==> src/rtl/eth_frame_matcher_pkg.sv <==
// Shared definitions for the multi-pattern Ethernet frame matcher.
// Pattern word layout, FSM states and small helpers.
package eth_frame_matcher_pkg;
  localparam int PAT_W    = 10;
  localparam int DATA_LSB = 0;
  localparam int DATA_MSB = 7;
  localparam int CMP_BIT  = 8;
  localparam int END_BIT  = 9;

  typedef enum logic [1:0] {
    IDLE,
    RUN,
    OVFL
  } state_t;

  function automatic logic [15:0] sat_inc(
    input logic [15:0] v
  );
    return (v == 16'hFFFF) ? v : v + 16'd1;
  endfunction
endpackage

==> src/rtl/eth_frame_matcher_multi_if.sv <==
// RX byte stream bundle feeding the frame matcher.
// No tready: every valid beat is consumed.
interface eth_frame_matcher_multi_if;
  logic [7:0] tdata;
  logic       tuser;
  logic       tlast;
  logic       tvalid;

  modport master (
    output tdata, tuser, tlast, tvalid
  );
  modport slave (
    input tdata, tuser, tlast, tvalid
  );
endinterface

==> src/rtl/eth_frame_matcher_lane.sv <==
// One pattern lane: alive/done tracking and per-byte compare.
// hit is the post-compare result used for the frame report.
module eth_frame_matcher_lane
  import eth_frame_matcher_pkg::*;
(
  input  logic             clk,
  input  logic             rst_n,
  input  logic             start,
  input  logic             cmp_vld,
  input  logic [7:0]       byte_in,
  input  logic [PAT_W-1:0] word,
  output logic             hit
);
  logic alive_q, alive_d;
  logic done_q, done_d;
  logic cmp_alive, cmp_done;

  always_comb begin
    cmp_alive = alive_q;
    cmp_done  = done_q;
    if (cmp_vld && !done_q) begin
      if (word[CMP_BIT] &&
          byte_in != word[DATA_MSB:DATA_LSB])
        cmp_alive = 1'b0;
      if (word[END_BIT])
        cmp_done = 1'b1;
    end
    hit = cmp_alive & cmp_done;
    // a new frame overrides the old frame's last compare
    alive_d = start ? 1'b1 : cmp_alive;
    done_d  = start ? 1'b0 : cmp_done;
  end

  always_ff @(posedge clk) begin
    if (!rst_n) begin
      alive_q <= 1'b0;
      done_q  <= 1'b0;
    end else begin
      alive_q <= alive_d;
      done_q  <= done_d;
    end
  end
endmodule

==> src/rtl/eth_frame_matcher_multi.sv <==
// Matches each RX frame against NUM_PATTERNS masked patterns.
// Reports one result vector, length and error per frame.
module eth_frame_matcher_multi
  import eth_frame_matcher_pkg::*;
#(
  parameter  int NUM_PATTERNS = 3,
  parameter  int MEM_DEPTH    = 2048,
  localparam int AW           = $clog2(MEM_DEPTH)
) (
  input  logic                          clk,
  input  logic                          rst_n,
  eth_frame_matcher_multi_if.slave      s_axis,
  input  logic [NUM_PATTERNS-1:0]       match_en,
  input  logic [NUM_PATTERNS-1:0]       match_mode,
  output logic [AW-1:0]                 mem_addr,
  input  logic [PAT_W*NUM_PATTERNS-1:0] mem_rdata,
  output logic                          match_valid,
  output logic [NUM_PATTERNS-1:0]       match,
  output logic [15:0]                   match_frame_len,
  output logic                          match_frame_err
);
  localparam int NP = NUM_PATTERNS;

  state_t          state_q, state_d;
  logic [AW-1:0]   offset_q, offset_d;
  logic [NP-1:0]   en_q, en_d, mode_q, mode_d;
  logic [15:0]     len_q, len_d, flen_q, flen_d;
  logic [7:0]      byte_q, byte_d;
  logic            cmp_vld_q, cmp_vld_d;
  logic            last_q, last_d;
  logic            tuser_q, tuser_d;
  logic            mv_q, mv_d;
  logic [NP-1:0]   match_q, match_d;
  logic [15:0]     mlen_q, mlen_d;
  logic            merr_q, merr_d;
  logic [NP-1:0]   hit;
  logic            beat, start, at_end;
  logic [15:0]     len_inc;

  assign beat    = s_axis.tvalid;
  assign start   = beat && (state_q == IDLE);
  assign at_end  = offset_q == AW'(MEM_DEPTH - 1);
  assign len_inc = sat_inc(len_q);

  always_comb begin
    state_d   = state_q;
    offset_d  = offset_q;
    en_d      = en_q;
    mode_d    = mode_q;
    len_d     = len_q;
    flen_d    = flen_q;
    byte_d    = byte_q;
    cmp_vld_d = 1'b0;
    last_d    = 1'b0;
    tuser_d   = tuser_q;
    mv_d      = last_q;
    match_d   = match_q;
    mlen_d    = mlen_q;
    merr_d    = merr_q;
    if (beat) begin
      byte_d    = s_axis.tdata;
      cmp_vld_d = state_q != OVFL;
      last_d    = s_axis.tlast;
      len_d     = len_inc;
      if (start) begin
        en_d   = match_en;
        mode_d = match_mode;
      end
      if (s_axis.tlast) begin
        state_d  = IDLE;
        offset_d = '0;
        len_d    = '0;
        flen_d   = len_inc;
        tuser_d  = s_axis.tuser;
      end else if (state_q != OVFL) begin
        // past the last memory byte nothing more is compared
        if (at_end) begin
          state_d = OVFL;
        end else begin
          state_d  = RUN;
          offset_d = offset_q + AW'(1);
        end
      end
    end
    if (last_q) begin
      match_d = en_q & hit & ~(mode_q & {NP{tuser_q}});
      mlen_d  = flen_q;
      merr_d  = tuser_q;
    end
  end

  always_ff @(posedge clk) begin
    if (!rst_n) begin
      state_q   <= IDLE;
      offset_q  <= '0;
      en_q      <= '0;
      mode_q    <= '0;
      len_q     <= '0;
      flen_q    <= '0;
      byte_q    <= '0;
      cmp_vld_q <= 1'b0;
      last_q    <= 1'b0;
      tuser_q   <= 1'b0;
      mv_q      <= 1'b0;
      match_q   <= '0;
      mlen_q    <= '0;
      merr_q    <= 1'b0;
    end else begin
      state_q   <= state_d;
      offset_q  <= offset_d;
      en_q      <= en_d;
      mode_q    <= mode_d;
      len_q     <= len_d;
      flen_q    <= flen_d;
      byte_q    <= byte_d;
      cmp_vld_q <= cmp_vld_d;
      last_q    <= last_d;
      tuser_q   <= tuser_d;
      mv_q      <= mv_d;
      match_q   <= match_d;
      mlen_q    <= mlen_d;
      merr_q    <= merr_d;
    end
  end

  for (genvar i = 0; i < NP; i++) begin : g_lane
    eth_frame_matcher_lane u_lane (
      .clk     (clk),
      .rst_n   (rst_n),
      .start   (start),
      .cmp_vld (cmp_vld_q),
      .byte_in (byte_q),
      .word    (mem_rdata[PAT_W*i +: PAT_W]),
      .hit     (hit[i])
    );
  end

  assign mem_addr        = offset_q;
  assign match_valid     = mv_q;
  assign match           = match_q;
  assign match_frame_len = mlen_q;
  assign match_frame_err = merr_q;
endmodule

==> src/flat_wrapper.sv <==
// flat-port wrapper written by rule: the top's interface ports become plain ports
module eth_frame_matcher_multi_flat import eth_frame_matcher_pkg::*;
#(
  parameter  int NUM_PATTERNS = 3,
  parameter  int MEM_DEPTH    = 2048,
  localparam int AW           = $clog2(MEM_DEPTH)
)
  (clk, rst_n, match_en, match_mode, mem_addr, mem_rdata, match_valid, match, match_frame_len, match_frame_err, s_axis_tdata, s_axis_tuser, s_axis_tlast, s_axis_tvalid);
  eth_frame_matcher_multi_if s_axis_i ();
  input  logic clk;
  input  logic rst_n;
  input  logic [NUM_PATTERNS-1:0] match_en;
  input  logic [NUM_PATTERNS-1:0] match_mode;
  output logic [AW-1:0] mem_addr;
  input  logic [PAT_W*NUM_PATTERNS-1:0] mem_rdata;
  output logic match_valid;
  output logic [NUM_PATTERNS-1:0] match;
  output logic [15:0] match_frame_len;
  output logic match_frame_err;
  input wire logic [$bits(s_axis_i.tdata)-1:0] s_axis_tdata;
  input wire logic [$bits(s_axis_i.tuser)-1:0] s_axis_tuser;
  input wire logic [$bits(s_axis_i.tlast)-1:0] s_axis_tlast;
  input wire logic [$bits(s_axis_i.tvalid)-1:0] s_axis_tvalid;
  assign s_axis_i.tdata = s_axis_tdata;
  assign s_axis_i.tuser = s_axis_tuser;
  assign s_axis_i.tlast = s_axis_tlast;
  assign s_axis_i.tvalid = s_axis_tvalid;
  eth_frame_matcher_multi #(.NUM_PATTERNS(NUM_PATTERNS), .MEM_DEPTH(MEM_DEPTH)) u_core (.clk(clk), .rst_n(rst_n), .s_axis(s_axis_i), .match_en(match_en), .match_mode(match_mode), .mem_addr(mem_addr), .mem_rdata(mem_rdata), .match_valid(match_valid), .match(match), .match_frame_len(match_frame_len), .match_frame_err(match_frame_err));
endmodule
==> config.mk <==
export PLATFORM = sky130hd
export DESIGN_NAME = eth_frame_matcher_multi_flat
export DESIGN_NICKNAME = d
export VERILOG_FILES = /design/src/rtl/eth_frame_matcher_pkg.sv /design/src/rtl/eth_frame_matcher_multi_if.sv /design/src/rtl/eth_frame_matcher_lane.sv /design/src/rtl/eth_frame_matcher_multi.sv /design/src/flat_wrapper.sv
export SDC_FILE = /design/constraint.sdc
export NUM_CORES = 1
export LEC_CHECK = 0
export ABC_AREA = 1
export BUFFER_PORTS_ARGS = -buffer_cell sky130_fd_sc_hd__buf_2
export CAP_MARGIN = 20
export CORE_MARGIN = 2
export CORE_UTILIZATION = 25
export DETAILED_ROUTE_END_ITERATION = 8
export SYNTH_ARGS = -nofsm -noshare
export SYNTH_HDL_FRONTEND = slang
export SYNTH_HIERARCHICAL = 1
export SYNTH_SLANG_ARGS = --single-unit
==> constraint.sdc <==
create_clock -name clk -period 1.4 [get_ports clk]
set_input_delay 0.35 -clock clk [delete_from_list [all_inputs] [get_ports clk]]
set_output_delay 0.35 -clock clk [all_outputs]
set_load 0.01 [all_outputs]
# --- Yosys cells after proc, flatten, opt, wreduce, memory -nomap -nowiden ---
# Index checks and enable logic that the tools add are counted.
classes:
  add_sub_neg: 2
  n_eq_ne: 7
  muxes: 23
  bitwise: 8
  n_reduce_logical: 18
ops:
  columns: ["operator", "n"]
  rows:
  - ["$mux 11", 3]
  - ["$mux 16", 2]
  - ["$ne 8x8->1", 3]
  - ["$add 16x1->16 const B", 1]
  - ["$eq 16x16->1 const B", 1]
  - ["$mux 1", 15]
  - ["$add 11x1->11 const B", 1]
  - ["$eq 11x11->1 const B", 1]
  - ["$and 3x3->3", 3]
  - ["$reduce_and 2->1", 4]
  - ["$logic_and 1x1->1", 7]
  - ["$mux 2", 3]
  - ["$ne 2x2->1 const B", 2]
  - ["$and 1x1->1", 3]
  - ["$logic_not 1->1", 3]
  - ["$not 3->3", 1]
  - ["$reduce_and 3->1", 1]
  - ["$logic_not 2->1", 1]
  - ["$reduce_bool 2->1", 1]
  - ["$reduce_or 2->1", 1]
  - ["$not 1->1", 1]
totals:
  register_bits: 89
  inputBits: 49
  out_inout_bits: 32

# --- Longest topological paths before layout ---
depth:
  word_depth: 7
  depth_mapped: 11
  mapped_depth_nobuf: 11

# --- Hierarchy ---
# The synthesis kept the hierarchy.
modules_own_cells:
  columns: ["mod", "n_inst", "cells_each", "area_per_inst_um2", "seq_area_each_um2"]
  rows:
  - ["eth_frame_matcher_multi", 1, 502, 3584.7, 1661.6]
  - ["eth_frame_matcher_lane", 3, 46, 236.5, 40.0]

# --- Least setup slack after synthesis ---
# No wires, ideal clock.
synth_path:
  path_kind: "flip-flop to flip-flop"
  startpoint: "register u_core.offset_q[0], in the netlist u_core/mem_addr[0]"
  endpoint: "register u_core.offset_q[0], in the netlist u_core/mem_addr[0]"
  setup_ns: 0.117
  t_arrival_ns: 1.424
  required_ns: 1.283
  path_slack_ns: -0.141
  stages_incl_launch_ff: 9
  path_cell_list: "dfxtp_1 ha_1 nand2_2 nor2_4 nand4_1 nand2_2 nor2_1 o21ai_0 nor2_1"
synth_via:
  elab_chain_len: 4
  elab_cells_between_ends: 7
  classes_between: "add/sub (1); eq/ne (2); mux (3); reduce/logical (1)"
synth_rtl:
  columns: ["item", "line", "text"]
  rows:
  - ["from (decl)", "eth_frame_matcher_multi.sv:25", "logic [AW-1:0] offset_q, offset_d;"]
  - ["from (signal assigned)", "eth_frame_matcher_multi.sv:110", "offset_q <= offset_d;"]
  - ["$add 11x1->11", "eth_frame_matcher_multi.sv:81", "offset_d = offset_q + AW'(1);"]
  - ["$mux 11", "eth_frame_matcher_multi.sv:77", "if (at_end) begin"]
  - ["$mux 11", "eth_frame_matcher_multi.sv:75", "end else if (state_q != OVFL) begin"]
  - ["$mux 11", "eth_frame_matcher_multi.sv:69", "if (s_axis.tlast) begin"]
# Several ways; a longest one is shown, not always the timed one. The select of a mux whose other input is x is not followed.
# A chain may end at the register's enable or synchronous reset.

# --- Worst setup path in the final report ---
layout_path:
  startpoint: "register u_core.offset_q[1], in the netlist u_core/mem_addr[1]"
  endpoint: "register u_core.offset_q[9], in the netlist u_core/mem_addr[9]"
# The elaborated chain is that of the path after synthesis.

==> flow_metrics.py <==
metrics = {
    "logic_synthesis": {
        "yosysWarnings": 6,
        "netlist.area_leader.share": 0.415,
        "syn_avg_cell_area_um2": 6.71,
        "synth_top_area_cell": "dfxtp_1",
        "synthDistinctLibCells": 36,
        "synth_seq_area_share": 0.415,
        "synth_area_um2": 4290,
        "ys_ff_latch": 89,
        "synthesis.instances": 640,
        "synthTopCellsByArea": "dfxtp_1 41%, nand2_1 16%, nor2_1 8.2%",
        "synth_nets": 691,
    },
    "clock_tree": {
        "cts_tree": "done",
        "path_clk_slew_ns": 0.07,
        "clockRootBuffer": "clkbuf_16",
        "h-tree-depth": 3,
        "numCtsBuffers": 9,
        "clock_path_buffers": 2,
        "clk_latency_ns": 0.35,
        "cts_hold_buf": 0,
        "clock_sinks": 89,
    },
    "critical_path": {
        "crit_arrival_ns": 1.69,
        "critPathLaunchType": "register",
        "crit_path_end_kind": "register",
        "cpMostUsedCell": "nor2_1",
        "worst-setup-path-type": "register to register",
        "cp_cell_sequence": "ha_4, nand2_4, nor2_4, nand4_1, buf_4, nand3b_1, nor2_1, nor2_1, nor2_1",
        "path_delay_family": "simple AND/OR/NAND/NOR gates",
        "crit_required_ns": 1.65,
        "crit_buf_inv": 1,
        "crit_fanout": 3,
        "slowest_delay_ns": 0.36,
        "slowest_stage": "dfxtp_4",
    },
    "global_route": {
        "grt_pass1_vias": 3955,
        "grt_max_degree": 41,
        "grt_pass1_wl_um": 18700,
        "grt_usage": 0.126,
        "antenna_found_initial": 0,
        "grt.overflow.total": 0,
    },
    "sta": {
        "final.min_clock_period_ns": 1.44,
        "min_period_over_period": 1.03,
        "fin_ws_ns": -0.0380,
        "rsz0062_at_grt": "true",
        "tightest_slew_ns": 0.375,
        "fin_skew_ns": 0.00709,
        "max_freq_mhz": 695,
        "setup-violations-final": 10,
        "maxSlewHeadroom": 0.750,
        "slew_viol_final": 0,
        "hold_viol_final": 0,
    },
    "floorplanning": {
        "core.rowCount": 47,
        "io_pins": 81,
        "die-area_um2": 18200,
        "core_area_um2": 16700,
        "initial_utilization": 0.257,
        "die_y_um": 135,
        "chipWidth_um": 135,
    },
    "route": {
        "routed_wirelength_um": 11600,
        "drc_errors": 0,
        "dr.pass1.iters": 5,
        "wire_per_inst_um": 11.6,
        "ant_nets": 0,
        "viasPerCell": 4.34,
        "drt-initial-drc-count": 208,
        "vias": 4331,
    },
    "outcome": {
        "violations": "setup timing",
        "status": "complete, but fails checks",
    },
    "power_and_ir_drop": {
        "pwr-share-seq": 0.469,
        "powerDensity_nw_per_um2": 950,
        "leakage_nw": 2.77,
        "p_comb_frac": 0.110,
        "total_power_w": 0.00572,
        "switching_power_w": 0.00145,
        "clkPwrFrac": 0.421,
        "netSwitchingFraction": 0.253,
        "p_int_w": 0.00428,
        "ir_drop_v": 0.000566,
    },
    "cells_and_area": {
        "fillers": 1814,
        "drive_gt1_frac": 0.347,
        "final_area_um2": 6030,
        "layout.area.seq_um2": 1820,
        "antennaDiodeCount": 0,
        "num-nets-final": 824,
        "multi_input_area_um2": 2470,
        "area_growth_pct": 40.3,
    },
    "placed_design": {
        "io_buffers": 80,
        "gp_routability_congestion": 0.825,
        "dp_hpwl_um": 8380,
        "placed_cell_area_um2": 5370,
    },
    "hold_path": {
        "hold_path_class": "input pin to register",
    },
    "flow_run": {
        "drv_cap": 0,
    },
}
## power groups by stage
stage | clock network, W | logic [W] | registers, W
6_report | 0.00241 | 0.000628 | 0.00268
3_3_place_gp | 0 | 0.000568 | 0.00273
2_1_floorplan | 0 | 0.000318 | 0.00274
3_5_place_dp | 0 | 0.000575 | 0.00274
4_1_cts | 0.00250 | 0.000590 | 0.00268
5_1_grt | 0.00258 | 0.000706 | 0.00270
## sequential cells by signal (all words and copies together), names as in the netlist
signal and count:
u_core/flen_q 16, u_core/byte_q 8, u_core/match_frame_err 1, u_core/g_lane.u_lane/done_q 3, u_core/mem_addr 11, u_core/tuser_q 1
u_core/mode_q 3, u_core/match_frame_len 16, u_core/en_q 3, u_core/g_lane.u_lane/alive_q 3, u_core/state_q 2, u_core/match_valid 1
u_core/match 3, u_core/cmp_vld_q 1, u_core/last_q 1, u_core/len_q 16
## per-layer routing
metal | vias to the layer above | share of wire | global-route usage
met5 | - | 0 | 0
met4 | 0 | 0.012 | 0.0278
met3 | 11 | 0.056 | 0.0375
met2 | 91 | 0.44 | 0.207
met1 | 1951 | 0.49 | 0.165
li1 | 2278 | - | -
## final cells by class
class,count,area share
tap,220,0.0457
sequential,89,0.303
timing repair buffer,141,0.148
clock inverter,6,0.0110
multi-input combinational,460,0.409
clock buffer,10,0.0380
inverter,72,0.0457
## per-stage QoR
stage                util  std cells  setup TNS, ns  hold WS (ns)  setup WS, ns
detailed placement  0.322        979         -0.602         0.424        -0.131
floorplan               -        640         -0.118         0.406       -0.0330
global route        0.361        998          -2.50         0.235        -0.136
CTS                 0.343        997        -0.0256         0.206       -0.0115
finish              0.361        998         -0.140         0.217       -0.0380
global placement    0.322        979         -0.416         0.422        -0.120
## cell usage in the layout, fill, tap and decap left out, types with 3 or more instances in the layout
| cell type | netlist | routed |
|---|---|---|
| o21ai_0 | 47 | 40 |
| a21oi_2 | 5 | 14 |
| xor2_2 | 0 | 3 |
| inv_2 | 2 | 4 |
| nor2_4 | 3 | 5 |
| nand4_1 | 8 | 8 |
| nand2_2 | 8 | 14 |
| nor3_1 | 6 | 5 |
| buf_6 | 2 | 5 |
| a21oi_1 | 36 | 27 |
| xnor2_2 | 0 | 6 |
| and3b_2 | 3 | 3 |
| nand3_2 | 0 | 12 |
| nand2_4 | 1 | 6 |
| nor2_2 | 4 | 16 |
| inv_1 | 69 | 66 |
| clkbuf_16 | 0 | 9 |
| buf_4 | 1 | 55 |
| nand2_1 | 182 | 172 |
| buf_2 | 5 | 80 |
| xnor2_1 | 9 | 3 |
| dfxtp_2 | 0 | 12 |
| dfxtp_1 | 89 | 70 |
| o21ai_1 | 0 | 5 |
| nor2_1 | 94 | 80 |
| nand3_1 | 31 | 18 |
| dfxtp_4 | 0 | 7 |
## worst min-delay path, cell delays in order
cell and delay, ns:
buf_2 0.08, nor2_1 0.03, nor2_1 0.08
## cell usage after synthesis (all sizes together)
library cell / number
o21bai: 3
o21ai: 47
nor4: 1
nor3: 7
a21boi: 1
xor2: 5
and3b: 3
ha: 2
inv: 71
buf: 11
a22o: 1
a21oi: 41
nor2: 101
dfxtp: 89
or2: 3
clkinv: 1
a221oi: 1
nand4: 8
nand3b: 1
clkbuf: 9
a211oi: 3
xnor2: 9
nand3: 31
nand2: 191
## worst paths after layout
check / endpoint / slack (ns) / start / cells past startpoint
max reg2reg: u_core/mem_addr[9]$_SDFFE_PN0P_ / -0.04 / u_core/mem_addr[1]$_SDFFE_PN0P_ / 9
min reg2reg: u_core/match[2]$_SDFFE_PN0P_ / 0.43 / u_core/mode_q[2]$_SDFFE_PN0P_ / 1
min: u_core/byte_q[2]$_SDFFE_PN0P_ / 0.22 / s_axis_tdata[2] / 3
max: u_core/mem_addr[9]$_SDFFE_PN0P_ / -0.04 / u_core/mem_addr[1]$_SDFFE_PN0P_ / 9
## kinds of logic after synthesis
kind of cell	share of synthesized area
buffers and inverters	0.0865
and+or+nand+nor	0.341
AOI/OAI and AO/OA	0.123
DFF	0.415
xor gates and xnor gates	0.0286
adders and majority gates	0.00583
## timing repair
action / 4_1_cts / 5_1_grt
pin swaps: 10 / 32
setup buffers: 1 / 1
endpoints found under the setup margin: 25 / 48
cloned: 1 / 0
gates resized for setup: 18 / 83
No activity file was read; power rests on OpenSTA's default activity.
